$ cat src/rtl/acs_path_metric.sv
// acs_path_metric: add-compare-select and path-metric registers for a 4-state hard-decision Viterbi decoder.
// Each enabled step produces new metrics, one survivor decision bit per state, and the best state index.
module acs_path_metric #(
    parameter int PM_W      = 6,
    parameter int INIT_BIAS = 4
) (
    input  logic            clk,
    input  logic            rst,
    input  logic            en_acs,
    input  logic            i_start,
    input  logic [1:0]      HD1,
    input  logic [1:0]      HD2,
    input  logic [1:0]      HD3,
    input  logic [1:0]      HD4,
    input  logic [1:0]      HD5,
    input  logic [1:0]      HD6,
    input  logic [1:0]      HD7,
    input  logic [1:0]      HD8,
    output logic [PM_W-1:0] o_pm0,
    output logic [PM_W-1:0] o_pm1,
    output logic [PM_W-1:0] o_pm2,
    output logic [PM_W-1:0] o_pm3,
    output logic [3:0]      o_surv,
    output logic [1:0]      o_best,
    output logic            o_valid
);
    logic [1:0]      hd      [8];
    logic [PM_W-1:0] init_pm [4];
    logic [PM_W-1:0] old_pm  [4];
    logic [PM_W-1:0] sum_a   [4];
    logic [PM_W-1:0] sum_b   [4];
    logic [PM_W-1:0] raw_pm  [4];
    logic [PM_W-1:0] pm_d    [4];
    logic [PM_W-1:0] pm_q    [4];
    logic [3:0]      surv_d, surv_q;
    logic [1:0]      best_d, best_q;
    logic            valid_q;
    logic            norm;
    logic            b01, b23;
    logic [PM_W-1:0] m01, m23;

    assign hd = '{HD1, HD2, HD3, HD4, HD5, HD6, HD7, HD8};
    assign init_pm[0] = '0;
    assign init_pm[1] = PM_W'(INIT_BIAS);
    assign init_pm[2] = PM_W'(INIT_BIAS);
    assign init_pm[3] = PM_W'(INIT_BIAS);

    // Metric spread stays below half range, so all-MSB-set means clearing it is a uniform subtraction.
    assign norm = raw_pm[0][PM_W-1] & raw_pm[1][PM_W-1] & raw_pm[2][PM_W-1] & raw_pm[3][PM_W-1];

    genvar j;
    for (j = 0; j < 4; j++) begin : g_acs
        assign old_pm[j] = i_start ? init_pm[j] : pm_q[j];
        assign sum_a[j]  = old_pm[2*(j%2)]   + PM_W'(hd[2*j]);
        assign sum_b[j]  = old_pm[2*(j%2)+1] + PM_W'(hd[2*j+1]);
        assign surv_d[j] = sum_b[j] < sum_a[j];
        assign raw_pm[j] = surv_d[j] ? sum_b[j] : sum_a[j];
        assign pm_d[j]   = {raw_pm[j][PM_W-1] & ~norm, raw_pm[j][PM_W-2:0]};
    end

    // Strict comparisons keep the lower state index on ties.
    always_comb begin
        b01    = pm_d[1] < pm_d[0];
        b23    = pm_d[3] < pm_d[2];
        m01    = b01 ? pm_d[1] : pm_d[0];
        m23    = b23 ? pm_d[3] : pm_d[2];
        best_d = (m23 < m01) ? {1'b1, b23} : {1'b0, b01};
    end

    always_ff @(posedge clk) begin
        if (rst) begin
            pm_q    <= init_pm;
            surv_q  <= '0;
            best_q  <= '0;
            valid_q <= 1'b0;
        end else begin
            valid_q <= en_acs;
            if (en_acs) begin
                pm_q   <= pm_d;
                surv_q <= surv_d;
                best_q <= best_d;
            end else if (i_start) begin
                pm_q   <= init_pm;
                surv_q <= '0;
                best_q <= '0;
            end
        end
    end

    assign o_pm0   = pm_q[0];
    assign o_pm1   = pm_q[1];
    assign o_pm2   = pm_q[2];
    assign o_pm3   = pm_q[3];
    assign o_surv  = surv_q;
    assign o_best  = best_q;
    assign o_valid = valid_q;
endmodule

$ cat config.mk
export PLATFORM = sky130hd
export DESIGN_NAME = acs_path_metric
export DESIGN_NICKNAME = d
export VERILOG_FILES = /design/src/rtl/acs_path_metric.sv
export SDC_FILE = /design/constraint.sdc
export NUM_CORES = 1
export LEC_CHECK = 0
export CAP_MARGIN = 25
export CORE_MARGIN = 2
export CORE_UTILIZATION = 45
export DETAILED_ROUTE_END_ITERATION = 8
export PLACE_DENSITY = 0.73
export SLEW_MARGIN = 20
export SYNTH_ARGS = -nofsm -noshare
export SYNTH_HDL_FRONTEND = slang
export SYNTH_SLANG_ARGS = --single-unit
export TNS_END_PERCENT = 20
$ cat constraint.sdc
create_clock -name clk -period 8.1 [get_ports clk]
set_clock_uncertainty 0.1 [all_clocks]
set_input_delay 1.62 -clock clk [delete_from_list [all_inputs] [get_ports clk]]
set_output_delay 1.62 -clock clk [all_outputs]
set_load 0.005 [all_outputs]
# After elaboration in Yosys (flattened, before gate mapping)
# Cells that the tools add are included.
totals:
  inputBits: 20
  out_inout_bits: 31
  reg_bits: 31
  word_cells: 48
classes:
  add_sub_neg: 8
  mux: 17
  n_reduce_logical: 1
  bitwise: 8
  order_cmp: 7
ops:
  columns: ["cell", "n"]
  rows:
  - ["6-bit two-way mux", 10]
  - ["6-bit by 2-bit adder with 6-bit output", 8]
  - ["24-bit two-way mux", 2]
  - ["6-bit < comparator", 7]
  - ["4-bit two-way mux", 2]
  - ["1-bit bitwise AND", 7]
  - ["2-bit two-way mux", 3]
  - ["2-bit nonzero test", 1]
  - ["1-bit NOT", 1]

# Logic depth before layout (Yosys ltp)
# Gate-level depths: netlist (run 1).
logic_depth:
  ltp_word: 14
  ltp_mapped: 35

# Worst setup path after synthesis (run 1)
# Ideal clock, no wire load.
synth_timing:
  kind: "input port to flip-flop"
  startpoint: "in i_start"
  endpoint: "reg best_q[0] (netlist: o_best[0])"
  arrival_ps: 7578
  cell_stages: 31
  path_buffers: 4
  path_slack_ps: 296
  cell_sequence: "buf_2 > buf_1 > buf_1 > nor2b_1 > ha_1 > maj3_1 > a32oi_1 > xnor2_1 > ha_1 > a2111oi_0 > o21ai_0 > o21ai_0 > buf_2 > nand2_1 > o21ai_0 > ha_1 > inv_1 > o21ai_0 > ha_1 > and4_1 > nand2_1 > o211ai_1 > o31ai_4 > mux2i_1 > ha_1 > a21o_1 > a21o_1 > a21oi_1 > nor2b_1 > a32oi_1 > mux2i_1"
synth_via:
  elab_chain_len: 14
  word_cells_on_any_way: 36
  cone_classes: "add/sub: 8; order compare: 7; mux: 12; bitwise: 8; reduce/logical: 1"
synth_rtl:
  columns: ["item", "line", "text"]
  rows:
  - ["start, declared", "10", "input logic i_start,"]
  - ["6-bit two-way mux", "53", "assign old_pm[j] = i_start ? init_pm[j] : pm_q[j];"]
  - ["6-bit by 2-bit adder with 6-bit output (on tied branches)", "55, 54", null]
  - ["6-bit < comparator", "56", "assign surv_d[j] = sum_b[j] < sum_a[j];"]
  - ["6-bit two-way mux", "57", "assign raw_pm[j] = surv_d[j] ? sum_b[j] : sum_a[j];"]
  - ["1-bit bitwise AND (3 in series)", "49", "assign norm = raw_pm[0][PM_W-1] & raw_pm[1][PM_W-1] & raw_pm[2][PM_W-1] & raw_pm[3][PM_W-1];"]
  - ["1-bit NOT", "58", "assign pm_d[j] = {raw_pm[j][PM_W-1] & ~norm, raw_pm[j][PM_W-2:0]};"]
  - ["1-bit bitwise AND", "58", null]
  - ["6-bit < comparator (on tied branches)", "64, 63", null]
  - ["6-bit two-way mux (on tied branches)", "66, 65", null]
  - ["6-bit < comparator", "67", "best_d = (m23 < m01) ? {1'b1, b23} : {1'b0, b01};"]
  - ["2-bit two-way mux", "67", null]
  - ["2-bit two-way mux", "78", "if (en_acs) begin"]
  - ["end signal, assigned", "81", "best_q <= best_d;"]
  - ["end, declared", "36", "logic [1:0] best_d, best_q;"]
# Parallel ways exist; a longest one is shown, timed or not.
# A chain may end at the register's enable or synchronous reset.

# Worst setup path after layout (run 1)
# Ends and elaborated chain as after synthesis.

==> results.py, run 1 <==
metrics = {
    "run_status": {
        "run_status": "finished, final reports clean",
    },
    "critical_path": {
        "worst_setup_end_kind": "flop",
        "timing.rr.end": "o_best[0]",
        "worst_path_max_delay_cell": "clkdlybuf4s50_1",
        "worst_r2r_path_depth": 26,
        "cp_data_required_time_ns": 8.16,
        "timing.critical_path.slowest_cell_delay_ns": 0.51,
        "worst_r2r_startpoint": "o_pm2[1]",
        "arrival_ns": 7.69,
        "startpoint_type": "primary input",
        "critPathKind": "in2reg",
        "critPathMaxFanout": 23,
        "timing.critical_path.from": "i_start",
        "setup.reg_to_reg.worst_slack_ns": 2.02,
        "crit_path_frequent_cell": "ha_1",
    },
    "clocking": {
        "tritoncts.num_buffers": 5,
        "h-tree-depth": 2,
        "worstSkewPairLatency_ns": 0.28,
        "hold_buf_count_cts": 0,
        "cts_sinks": 31,
        "root_buffer": "clkbuf_8",
        "tritoncts": "yes",
        "worst_setup_hold_path_clk_slew_ns": 0.06,
        "cts.path.max_buffers": 2,
    },
    "floorplan": {
        "die_height_um": 93.7,
        "design.die.area_mm2": 0.00878,
        "design.portCount": 51,
        "total_number_of_placement_rows": 32,
        "initial_core_util_pct": 46.6,
        "floorplan.die.width_um": 93.7,
        "core_area_mm2": 0.00777,
    },
    "synth": {
        "synth-warning-count": 0,
        "dominantRegCellSynth": "dfxtp_1",
        "syn_avg_cell_area_um2": 7.70,
        "syn-cell-area_mm2": 0.00362,
        "syn-instance-count": 470,
        "synth.distinct_cells": 60,
        "synth-edff-count": 0,
        "synth_async_sr_flop_share_pct": 0,
        "synth_sequential_area_ratio_pct": 17.1,
        "mappedNetlistNets": 542,
        "ys_seq_elements": 31,
    },
    "placement": {
        "placedCellCount": 617,
        "port-buffer-count": 50,
        "placement.setup.worst_slack_ns": -0.142,
        "hpwl_um": 8160,
        "globalplace.congestion": 0.914,
    },
    "drt": {
        "drt-wirelength-per-cell_um": 16.8,
        "route.detailed.drc": 0,
        "wl_um": 10600,
        "antenna_violating_nets_post_route": 0,
        "drt_iter0_markers": 236,
        "route.vias.total": 3699,
        "detailedRoute.firstPassIterationCount": 4,
        "routed_via_count_divided_by_cell_count": 5.90,
    },
    "global_route": {
        "gr-total-overflow": 0,
        "grt_pass1_wl_um": 17600,
        "gr-usage-met2_pct": 40.2,
        "vias_in_the_first_global_route": 3609,
        "grt.busiest_layer": "met2",
        "grt_antenna_before_repair": 0,
        "groute.layer.met1.usage_pct": 34.7,
        "met3_usage_pct": 3.45,
        "grt_max_degree": 34,
        "groute.usage.overall_pct": 24.9,
    },
    "pwr": {
        "cellPowerDensity_mw_per_mm2": 173,
        "ir_drop_uv": 108,
        "p_total_w": 0.000769,
        "p_leak_nw": 1.84,
    },
    "sta": {
        "peak_clock_frequency_supported_by_timing_mhz": 131,
        "setup_violations": 0,
        "timing.final.crit_share_pct": 94.2,
        "post-route-min-period_ns": 7.63,
        "tightest_pin_transition_ns": 0.762,
        "worst_slew_margin_rel_pct": 48.4,
        "final_critical_path_setup_slack_ns": 0.472,
        "finalHoldViolCount": 0,
        "report.final.slew_viol_count": 0,
    },
    "job": {
        "drv.max_cap_violation_count": 0,
    },
    "min_path": {
        "worst_hold_launch": "o_best[1]",
        "hold_path.class": "reg2reg",
        "hold_crit_depth": 2,
        "min_to": "o_best[1]",
    },
    "layout": {
        "num_antenna_cells": 0,
        "post_layout_nonfiller_instances": 627,
        "finish.utilization_pct": 57.4,
        "area_growth_syn_to_layout_pct": 23.1,
        "post_route_cells_drive_above_1_share_pct": 11.0,
        "layout.cells.most_common": "ha_1",
        "layout.cells.most_common_list": "51 x ha_1, 50 x clkdlybuf4s50_1, 44 x nor2_1",
        "final.fill_count": 737,
        "finish.net_count": 597,
    },
}
-- registers in the layout, indices dropped and copies added (netlist names) --
| register | cells |
|---|---|
| o_best | 2 |
| o_pm0 | 6 |
| o_pm1 | 6 |
| o_pm2 | 6 |
| o_pm3 | 6 |
| o_surv | 4 |
| o_valid | 1 |
-- critical path, delay by kind of cell --
| family | cells | cell delay [ns] |
|---|---|---|
| adders and majority gates | 5 | 1.40 |
| and+or+nand+nor | 5 | 0.60 |
| AOI/OAI and AO/OA | 12 | 2.08 |
| muxes | 3 | 0.67 |
| buffers and inverters | 6 | 1.29 |
-- metal layers --
metal  vias up  routed length, µm
met2       115               4810
met3        24                654
met1      1742               4860
li1       1818                  -
met4         0                238
met5         -                  0
-- logic make-up (layout without fill, tap and decap cells) --
logic type	Yosys count	count (layout)	share of synthesized area (%)
simple gates	141	141	19.4
flops	31	31	17.1
fa+ha+maj	58	58	19.6
compound gates	134	134	25.2
mux	26	26	7.54
buf+inv	61	116	6.53
xor+xnor	19	19	4.60
-- cell usage after synthesis, drive strengths merged (5+ instances only) --
| cell | number | area, µm² |
|---|---|---|
| ha | 52 | 651 |
| a21oi | 44 | 220 |
| nor2 | 44 | 165 |
| inv | 38 | 143 |
| dfxtp | 31 | 621 |
| nand2 | 30 | 113 |
| o21ai | 25 | 133 |
| clkbuf | 16 | 60.1 |
| mux2i | 16 | 160 |
| nor2b | 14 | 87.6 |
| xnor2 | 11 | 96.3 |
| mux2 | 10 | 113 |
| o211ai | 9 | 67.6 |
| a31oi | 8 | 50.1 |
| nor3 | 8 | 40.0 |
| or3 | 8 | 50.1 |
| xor2 | 8 | 70.1 |
| buf | 7 | 33.8 |
| nand2b | 7 | 43.8 |
| a211oi | 6 | 45.0 |
| and3 | 6 | 37.5 |
| maj3 | 6 | 60.1 |
| nand4 | 6 | 37.5 |
| a221oi | 5 | 43.8 |
| o21a | 5 | 37.5 |
-- worst max path at each step --
stage | endpoint | cells after the start
after floorplan | o_best[0] | 31
after global placement | o_best[0] | 31
after detailed placement | o_best[0] | 31
after CTS | o_best[0] | 31
after global routing | o_best[0] | 31
final | o_best[0] | 31
-- what timing repair did --
item | 4_1_cts | 5_1_grt
setup buffers | 0 | 3
resized for setup | 0 | 19
endpoints found under the setup margin | 0 | 2
-- power by group --
group / internal, W / switching (W) / total (W)
Sequential: 0.000166 / 0.0000151 / 0.000181
Combinational: 0.000228 / 0.000236 / 0.000464
Clock: 0.0000666 / 0.0000583 / 0.000125
-- final cells by class --
| class | count | area (µm²) | area share, % |
|---|---|---|---|
| multi-input combinational | 378 | 2800 | 62.9 |
| timing repair buffer | 71 | 674 | 15.1 |
| sequential | 31 | 621 | 13.9 |
| inverter | 38 | 143 | 3.20 |
| tap | 102 | 128 | 2.86 |
| clock buffer | 6 | 82.6 | 1.85 |
| clock inverter | 1 | 5.00 | 0.112 |
-- metrics by stage --
step / setup TNS (ns) / instance area (µm²) / hold slack, ns
3_5_place_dp: -0.221 / 4300 / 0.360
6_report: 0 / 4460 / 0.375
2_1_floorplan: 0 / 3620 / 0.344
4_1_cts: 0 / 4390 / 0.382
5_1_grt: -0.00261 / 4460 / 0.428
3_3_place_gp: 0 / 4300 / 0.361
No activity file was read; power rests on OpenSTA's default activity.
==> run 2: changes to the inputs <==
SLEW_MARGIN = 5   (was 20)
==> results of run 2 <==
The final DEF is identical to that of run 1; final timing and power are the same.
